[src/rtl/id_ex_fwd_stage.sv]
// ID/EX pipeline register with operand-forwarding select generation and load-use stall.
// Optional stall counter output enabled by defining ID_EX_STALL_CNT_EN.
module id_ex_fwd_stage #(
    parameter int XLEN   = 32,
    parameter int REG_AW = 5
) (
    input  logic              clk,
    input  logic              rst,
    input  logic              id_valid,
    input  logic [XLEN-1:0]   id_pc,
    input  logic [XLEN-1:0]   id_rs1_data,
    input  logic [XLEN-1:0]   id_rs2_data,
    input  logic [XLEN-1:0]   id_imm,
    input  logic [REG_AW-1:0] id_rs1,
    input  logic [REG_AW-1:0] id_rs2,
    input  logic [REG_AW-1:0] id_rd,
    input  logic              id_reg_we,
    input  logic              id_mem_read,
    input  logic              id_alu_a_pc,
    input  logic              id_alu_b_imm,
    input  logic              flush,
    input  logic [REG_AW-1:0] mem_rd,
    input  logic              mem_reg_we,
    input  logic [REG_AW-1:0] wb_rd,
    input  logic              wb_reg_we,
    output logic              ex_valid,
    output logic [XLEN-1:0]   ex_pc,
    output logic [XLEN-1:0]   ex_rs1_data,
    output logic [XLEN-1:0]   ex_rs2_data,
    output logic [XLEN-1:0]   ex_imm,
    output logic [REG_AW-1:0] ex_rd,
    output logic              ex_reg_we,
    output logic              ex_mem_read,
    output logic [1:0]        sel_a,
    output logic [1:0]        sel_b,
    output logic [1:0]        sel_st,
    output logic              stall_id
`ifdef ID_EX_STALL_CNT_EN
    ,
    output logic [31:0]       stall_cnt
`endif
);

    logic [REG_AW-1:0] ex_rs1;
    logic [REG_AW-1:0] ex_rs2;
    logic              ex_alu_a_pc;
    logic              ex_alu_b_imm;
    logic              hz;
    logic [1:0]        fwd_rs1;
    logic [1:0]        fwd_rs2;

    // Both sources are compared even if the consumer does not read them.
    assign hz = ex_valid & ex_mem_read & (ex_rd != '0) & id_valid &
                ((id_rs1 == ex_rd) | (id_rs2 == ex_rd));

    assign stall_id = hz & ~flush;

    always_ff @(posedge clk) begin
        if (rst) begin
            ex_valid     <= 1'b0;
            ex_pc        <= '0;
            ex_rs1_data  <= '0;
            ex_rs2_data  <= '0;
            ex_imm       <= '0;
            ex_rd        <= '0;
            ex_rs1       <= '0;
            ex_rs2       <= '0;
            ex_reg_we    <= 1'b0;
            ex_mem_read  <= 1'b0;
            ex_alu_a_pc  <= 1'b0;
            ex_alu_b_imm <= 1'b0;
        end else if (flush || hz) begin
            ex_valid    <= 1'b0;
            ex_reg_we   <= 1'b0;
            ex_mem_read <= 1'b0;
        end else begin
            ex_valid     <= id_valid;
            ex_pc        <= id_pc;
            ex_rs1_data  <= id_rs1_data;
            ex_rs2_data  <= id_rs2_data;
            ex_imm       <= id_imm;
            ex_rd        <= id_rd;
            ex_rs1       <= id_rs1;
            ex_rs2       <= id_rs2;
            ex_reg_we    <= id_reg_we & id_valid;
            ex_mem_read  <= id_mem_read & id_valid;
            ex_alu_a_pc  <= id_alu_a_pc;
            ex_alu_b_imm <= id_alu_b_imm;
        end
    end

    // MEM result is younger than WB, so it wins when both match.
    always_comb begin
        fwd_rs1 = 2'b00;
        if (mem_reg_we && (mem_rd != '0) && (mem_rd == ex_rs1))
            fwd_rs1 = 2'b01;
        else if (wb_reg_we && (wb_rd != '0) && (wb_rd == ex_rs1))
            fwd_rs1 = 2'b10;
    end

    always_comb begin
        fwd_rs2 = 2'b00;
        if (mem_reg_we && (mem_rd != '0) && (mem_rd == ex_rs2))
            fwd_rs2 = 2'b01;
        else if (wb_reg_we && (wb_rd != '0) && (wb_rd == ex_rs2))
            fwd_rs2 = 2'b10;
    end

    always_comb begin
        sel_a  = 2'b00;
        sel_b  = 2'b00;
        sel_st = 2'b00;
        if (ex_valid) begin
            sel_a  = ex_alu_a_pc  ? 2'b11 : fwd_rs1;
            sel_b  = ex_alu_b_imm ? 2'b11 : fwd_rs2;
            sel_st = fwd_rs2;
        end
    end

`ifdef ID_EX_STALL_CNT_EN
    always_ff @(posedge clk) begin
        if (rst)
            stall_cnt <= '0;
        else if (stall_id)
            stall_cnt <= stall_cnt + 32'd1;
    end
`endif

endmodule
[config.mk]
export PLATFORM = sky130hd
export DESIGN_NAME = id_ex_fwd_stage
export DESIGN_NICKNAME = d
export VERILOG_FILES = /design/src/rtl/id_ex_fwd_stage.sv
export SDC_FILE = /design/constraint.sdc
export NUM_CORES = 1
export LEC_CHECK = 0
export CORE_AREA = 10 10 153 155
export CTS_CLUSTER_DIAMETER = 50
export DETAILED_ROUTE_END_ITERATION = 8
export DIE_AREA = 0 0 163 165
export PLACE_DENSITY_LB_ADDON = 0.1
export SLEW_MARGIN = 20
export SYNTH_ARGS = -nofsm -noshare
export SYNTH_HDL_FRONTEND = slang
export SYNTH_SLANG_ARGS = --single-unit
export TNS_END_PERCENT = 5
[constraint.sdc]
create_clock -name clk -period 2.7 [get_ports clk]
set_clock_uncertainty 0.15 [all_clocks]
set_input_delay 0.54 -clock clk [delete_from_list [all_inputs] [get_ports clk]]
set_output_delay 0.54 -clock clk [all_outputs]
set_load 0.02 [all_outputs]
# Yosys cells after proc, flatten, opt, wreduce, memory -nomap -nowiden

Index checks and enable logic that the tools add are counted.

Bits in registers: 148
Input port bits: 163
Output and inout port bits: 143
Word-level logic and storage cells: 47

Equal/unequal tests: 6
Mux-type cells: 9
Bitwise logic cells: 9
Reductions and logical operators: 11

Operators with widths:

| cell                | number |
|---|---|
| $eq A5 B5 Y1        | 6 |
| $mux W2             | 9 |
| $reduce_bool A5 Y1  | 3 |
| $and A1 B1 Y1       | 7 |
| $logic_and A1 B1 Y1 | 6 |
| $reduce_or A2 Y1    | 1 |
| $logic_or A1 B1 Y1  | 1 |
| $not A1 Y1          | 1 |
| $or A1 B1 Y1        | 1 |

# Depth between registers and ports, before layout

Depth after elaboration: 7
Depth in mapped cells: 7
Mapped depth without buffers: 5

# Least setup slack after synthesis

OpenSTA, ideal clock, no wires.

Path type: in2out
From: in mem_rd[1]
To: out sel_b[1]
Arrival time: 2153 ps
Data required time: 2010 ps
Setup slack: -143 ps
Stages: 5
Path buffers: 0
Cell sequence: or4_1 -> o21ai_0 -> nor4_1 -> nor3_1 -> a21o_1

Longest elaborated chain between the ends: 6
Elaborated cells between the ends (all ways): 7
Classes of those cells: eq/ne (1); mux (3); reduce/logical (3)

RTL lines:

| item                  | line | source |
|---|---|---|
| start: declaration    | 22   | `input logic [REG_AW-1:0] mem_rd,` |
| $reduce_bool A5 Y1    | 103  | `if (mem_reg_we && (mem_rd != '0) && (mem_rd == ex_rs2))` |
| $logic_and A1 B1 Y1   | 103  |  |
| $logic_and A1 B1 Y1 * | 103  |  |
| $mux W2 *             | 103  |  |
| $mux W2 *             | 115  | `sel_b = ex_alu_b_imm ? 2'b11 : fwd_rs2;` |
| $mux W2 *             | 113  | `if (ex_valid) begin` |
| end: declaration      | 35   | `output logic [1:0] sel_b,` |

Mark *: on every way between the ends. The rest lies on a longest branch, timed or not.

# Worst setup path after layout

Same ends and word-level chain as after synthesis.

==> flow_metrics.py <==
metrics = {
    "clock_network": {
        "root_buffer": "clkbuf_16",
        "clk_pin_slew_ps": 60,
        "clock_latency_ps": 420,
        "cts_inserted_buffers": 17,
        "hold_buffers": 0,
        "cts_tree": "built",
        "cts_buffer_depth": 2,
        "cts_sinks": 148,
        "h-tree-depth": 4,
    },
    "power": {
        "p_int_mw": 4.984,
        "p_switching_mw": 2.071,
        "power_frac_seq": 0.368,
        "max-vdd-ir-drop_mv": 0.4354,
        "p_total_mw": 7.054,
        "p_leak_nw": 5.352,
        "combPwrFrac": 0.274,
        "p_clk_frac": 0.358,
        "power.density_mw_per_mm2": 521.5,
        "swShare": 0.2935,
    },
    "synth": {
        "syn_nets": 1386,
        "syn_inst": 1223,
        "netlist_area_sq_mm": 0.009615,
        "synth_warnings": 0,
        "ys_ff_latch": 148,
        "synth.distinct_cells": 24,
        "ys_seq_area_frac": 0.3081,
        "synth.avg_cell_area_sq_um": 7.862,
    },
    "routing": {
        "drt_wl_total_mm": 30.69,
        "viasPerCell": 5.659,
        "post_drt_wl_per_cell_um": 17.62,
        "ant_nets": 0,
        "drt_iter0_drc": 762,
        "dr.pass1.iters": 5,
        "vias": 9853,
        "drc_errors": 0,
    },
    "sta": {
        "rsz0062_at_grt": "true",
        "post-route-period-util": 1.004,
        "slew_headroom": 0.5732,
        "fmax_mhz": 368.8,
        "hold_violations": 0,
        "post-route-min-period_ps": 2711,
        "tightestPinTransition_ps": 640.1,
        "setup_ws_ps": -11.22,
        "slew_violations": 0,
        "finalSetupViolCount": 2,
    },
    "final_layout": {
        "fin_cells": 1741,
        "final_cell_area_sq_mm": 0.01353,
        "layout-drive-gt1-share": 0.07425,
        "final_util": 0.6707,
        "syn2layout_area_growth_pct": 40.68,
        "layout.nets": 1619,
    },
    "placement": {
        "place_area_sq_mm": 0.01284,
        "gp_congestion": 0.7910,
        "numPortBuffers": 305,
        "post-place-ws_ps": -959.9,
        "dp.cells": 1705,
        "hpwl_mm": 21.40,
    },
    "setup_path": {
        "crit_arrival_ps": 2020,
        "reg2reg_depth": 6,
        "r2r-start": "ex_rd[3]",
        "r2r-end": "ex_alu_b_imm",
        "crit_path_end_kind": "output pin",
        "path_max_fanout": 2,
        "endpoint": "sel_b[1]",
        "r2r_slack_ps": 330,
        "required_ps": 2010,
        "cp-startpoint": "mem_rd[1]",
        "start_kind": "primary input",
        "critPathKind": "in -> out",
    },
    "floorplanning": {
        "start_util": 0.4767,
        "rows": 52,
        "dieArea_sq_mm": 0.02690,
        "die_y_um": 165,
        "coreArea_sq_mm": 0.02017,
        "dieWidth_um": 163,
        "boundaryPins": 306,
    },
    "outcome": {
        "status": "complete, but fails checks",
        "violations": "setup timing",
    },
    "global_route": {
        "grt_pass1_vias": 8914,
        "gr-total-overflow": 0,
        "grt_pass1_wl_mm": 47.42,
        "grt_usage": 0.2137,
        "grt_max_degree": 110,
        "antenna_found_initial": 4,
    },
    "flow_run": {
        "drv_cap": 0,
    },
    "worst_hold_path": {
        "hold_class": "in -> reg",
    },
}
-- what timing repair did --
action	4_1_cts	5_1_grt
pin swaps	9	7
gates resized for setup	57	11
setup buffers	1	1
endpoints found under the setup margin	7	7
-- through the flow --
step	hold WS (ps)	setup TNS, ps
floorplan	472.4	0
global placement	458.6	-9741
detailed placement	471.6	-15880
CTS	469.5	-272.4
global route	500.7	-178.1
finish	483.3	-18.48
-- worst min path at each step --
stage,from,to,depth (start not counted)
floorplan,ex_alu_a_pc,ex_alu_a_pc,3
global placement,ex_rs2_data[13],ex_rs2_data[13],3
detailed placement,ex_rs2_data[6],ex_rs2_data[6],3
CTS,rst,ex_pc[17],3
global route,rst,ex_pc[22],3
finish,rst,ex_pc[21],3
-- final cells by class --
class / count / area, sq um
multi-input combinational: 931 / 5989
clock buffer: 19 / 442.9
timing repair buffer: 358 / 3602
sequential: 148 / 2967
fill: 1712 / 6643
tap: 270 / 337.8
antenna: 3 / 7.507
clock inverter: 12 / 180.2
-- state kept, by name, summed over array words and instances, names as in the netlist --
name	count
ex_alu_a_pc	1
ex_alu_b_imm	1
ex_imm	32
ex_mem_read	1
ex_pc	32
ex_rd	5
ex_reg_we	1
ex_rs1	5
ex_rs1_data	32
ex_rs2	5
ex_rs2_data	32
ex_valid	1
-- metal layers --
metal | GRT usage | vias to the layer above | share of wire
met5 | 0 | - | 0.00088
li1 | - | 4942 | -
met3 | 0.08389 | 38 | 0.088
met4 | 0.07131 | 4 | 0.018
met2 | 0.3387 | 272 | 0.46
met1 | 0.2597 | 4597 | 0.43
-- synth_stat cells --
| master | instances | area share |
|---|---|---|
| o21a_1 | 4 | 0.0031 |
| buf_2 | 28 | 0.015 |
| clkbuf_1 | 85 | 0.033 |
| a22oi_2 | 1 | 0.0013 |
| and2_1 | 3 | 0.0020 |
| xnor2_1 | 7 | 0.0064 |
| a21o_1 | 1 | 0.00078 |
| nor2_1 | 2 | 0.00078 |
| nand2_1 | 290 | 0.11 |
| nor3b_1 | 146 | 0.11 |
| o21ai_4 | 1 | 0.0017 |
| buf_6 | 12 | 0.014 |
| and3_1 | 1 | 0.00065 |
| nand3_1 | 3 | 0.0016 |
| a211o_1 | 145 | 0.13 |
| buf_4 | 19 | 0.015 |
| nor4_1 | 4 | 0.0026 |
| or4_4 | 1 | 0.0012 |
| dfxtp_1 | 148 | 0.31 |
| o21ai_0 | 147 | 0.077 |
| xor2_1 | 23 | 0.021 |
| or4_1 | 3 | 0.0023 |
| nor4b_1 | 145 | 0.13 |
| nor3_1 | 4 | 0.0021 |
-- layout by cell type (no fill, tap or decap), types with 2 or more instances in the layout --
master           instances
nor4b_1                145
nand2_1                290
clkbuf_2                 2
dfxtp_1                147
clkinv_4                 3
buf_12                  14
bufinv_16                4
xor2_1                  23
nor3b_1                146
buf_6                    4
o21ai_4                  2
o21a_1                   4
dlygate4sd2_1            6
clkbuf_16               17
nor4_4                   2
a211o_1                145
clkdlybuf4s50_1        285
clkinvlp_4               2
nor2_1                   2
and2_1                   3
clkbuf_8                 2
buf_4                   41
clkinv_2                 2
or4_4                    2
o21ai_0                145
diode_2                  3
nand3_1                  3
or4_1                    2
buf_2                    3
xnor2_1                  6
nor3_2                   3
-- cells by family after synthesis --
| kind of cell | share of synthesized area |
|---|---|
| buffers and inverters | 0.07664 |
| XOR/XNOR | 0.02733 |
| AND/OR/NAND/NOR | 0.3724 |
| flip-flops | 0.3081 |
| AO/OA/AOI/OAI | 0.2155 |
-- power groups by stage --
stage / clock network (mW) / registers (mW) / logic, mW
2_1_floorplan: 0 / 2.87 / 0.780
3_5_place_dp: 0 / 2.64 / 1.92
4_1_cts: 2.58 / 2.59 / 1.94
6_report: 2.53 / 2.59 / 1.93
3_3_place_gp: 0 / 2.63 / 1.90
5_1_grt: 2.68 / 2.63 / 2.08
-- worst max-delay path, cell delays in order --
cell     delay (ps)
buf_6            90
or4_4           530
o21ai_4         170
buf_4           140
nor4_4           30
nor3_2          250
a21o_1          130
buf_6           110
Note: power is estimated with default switching activity, not from simulation.
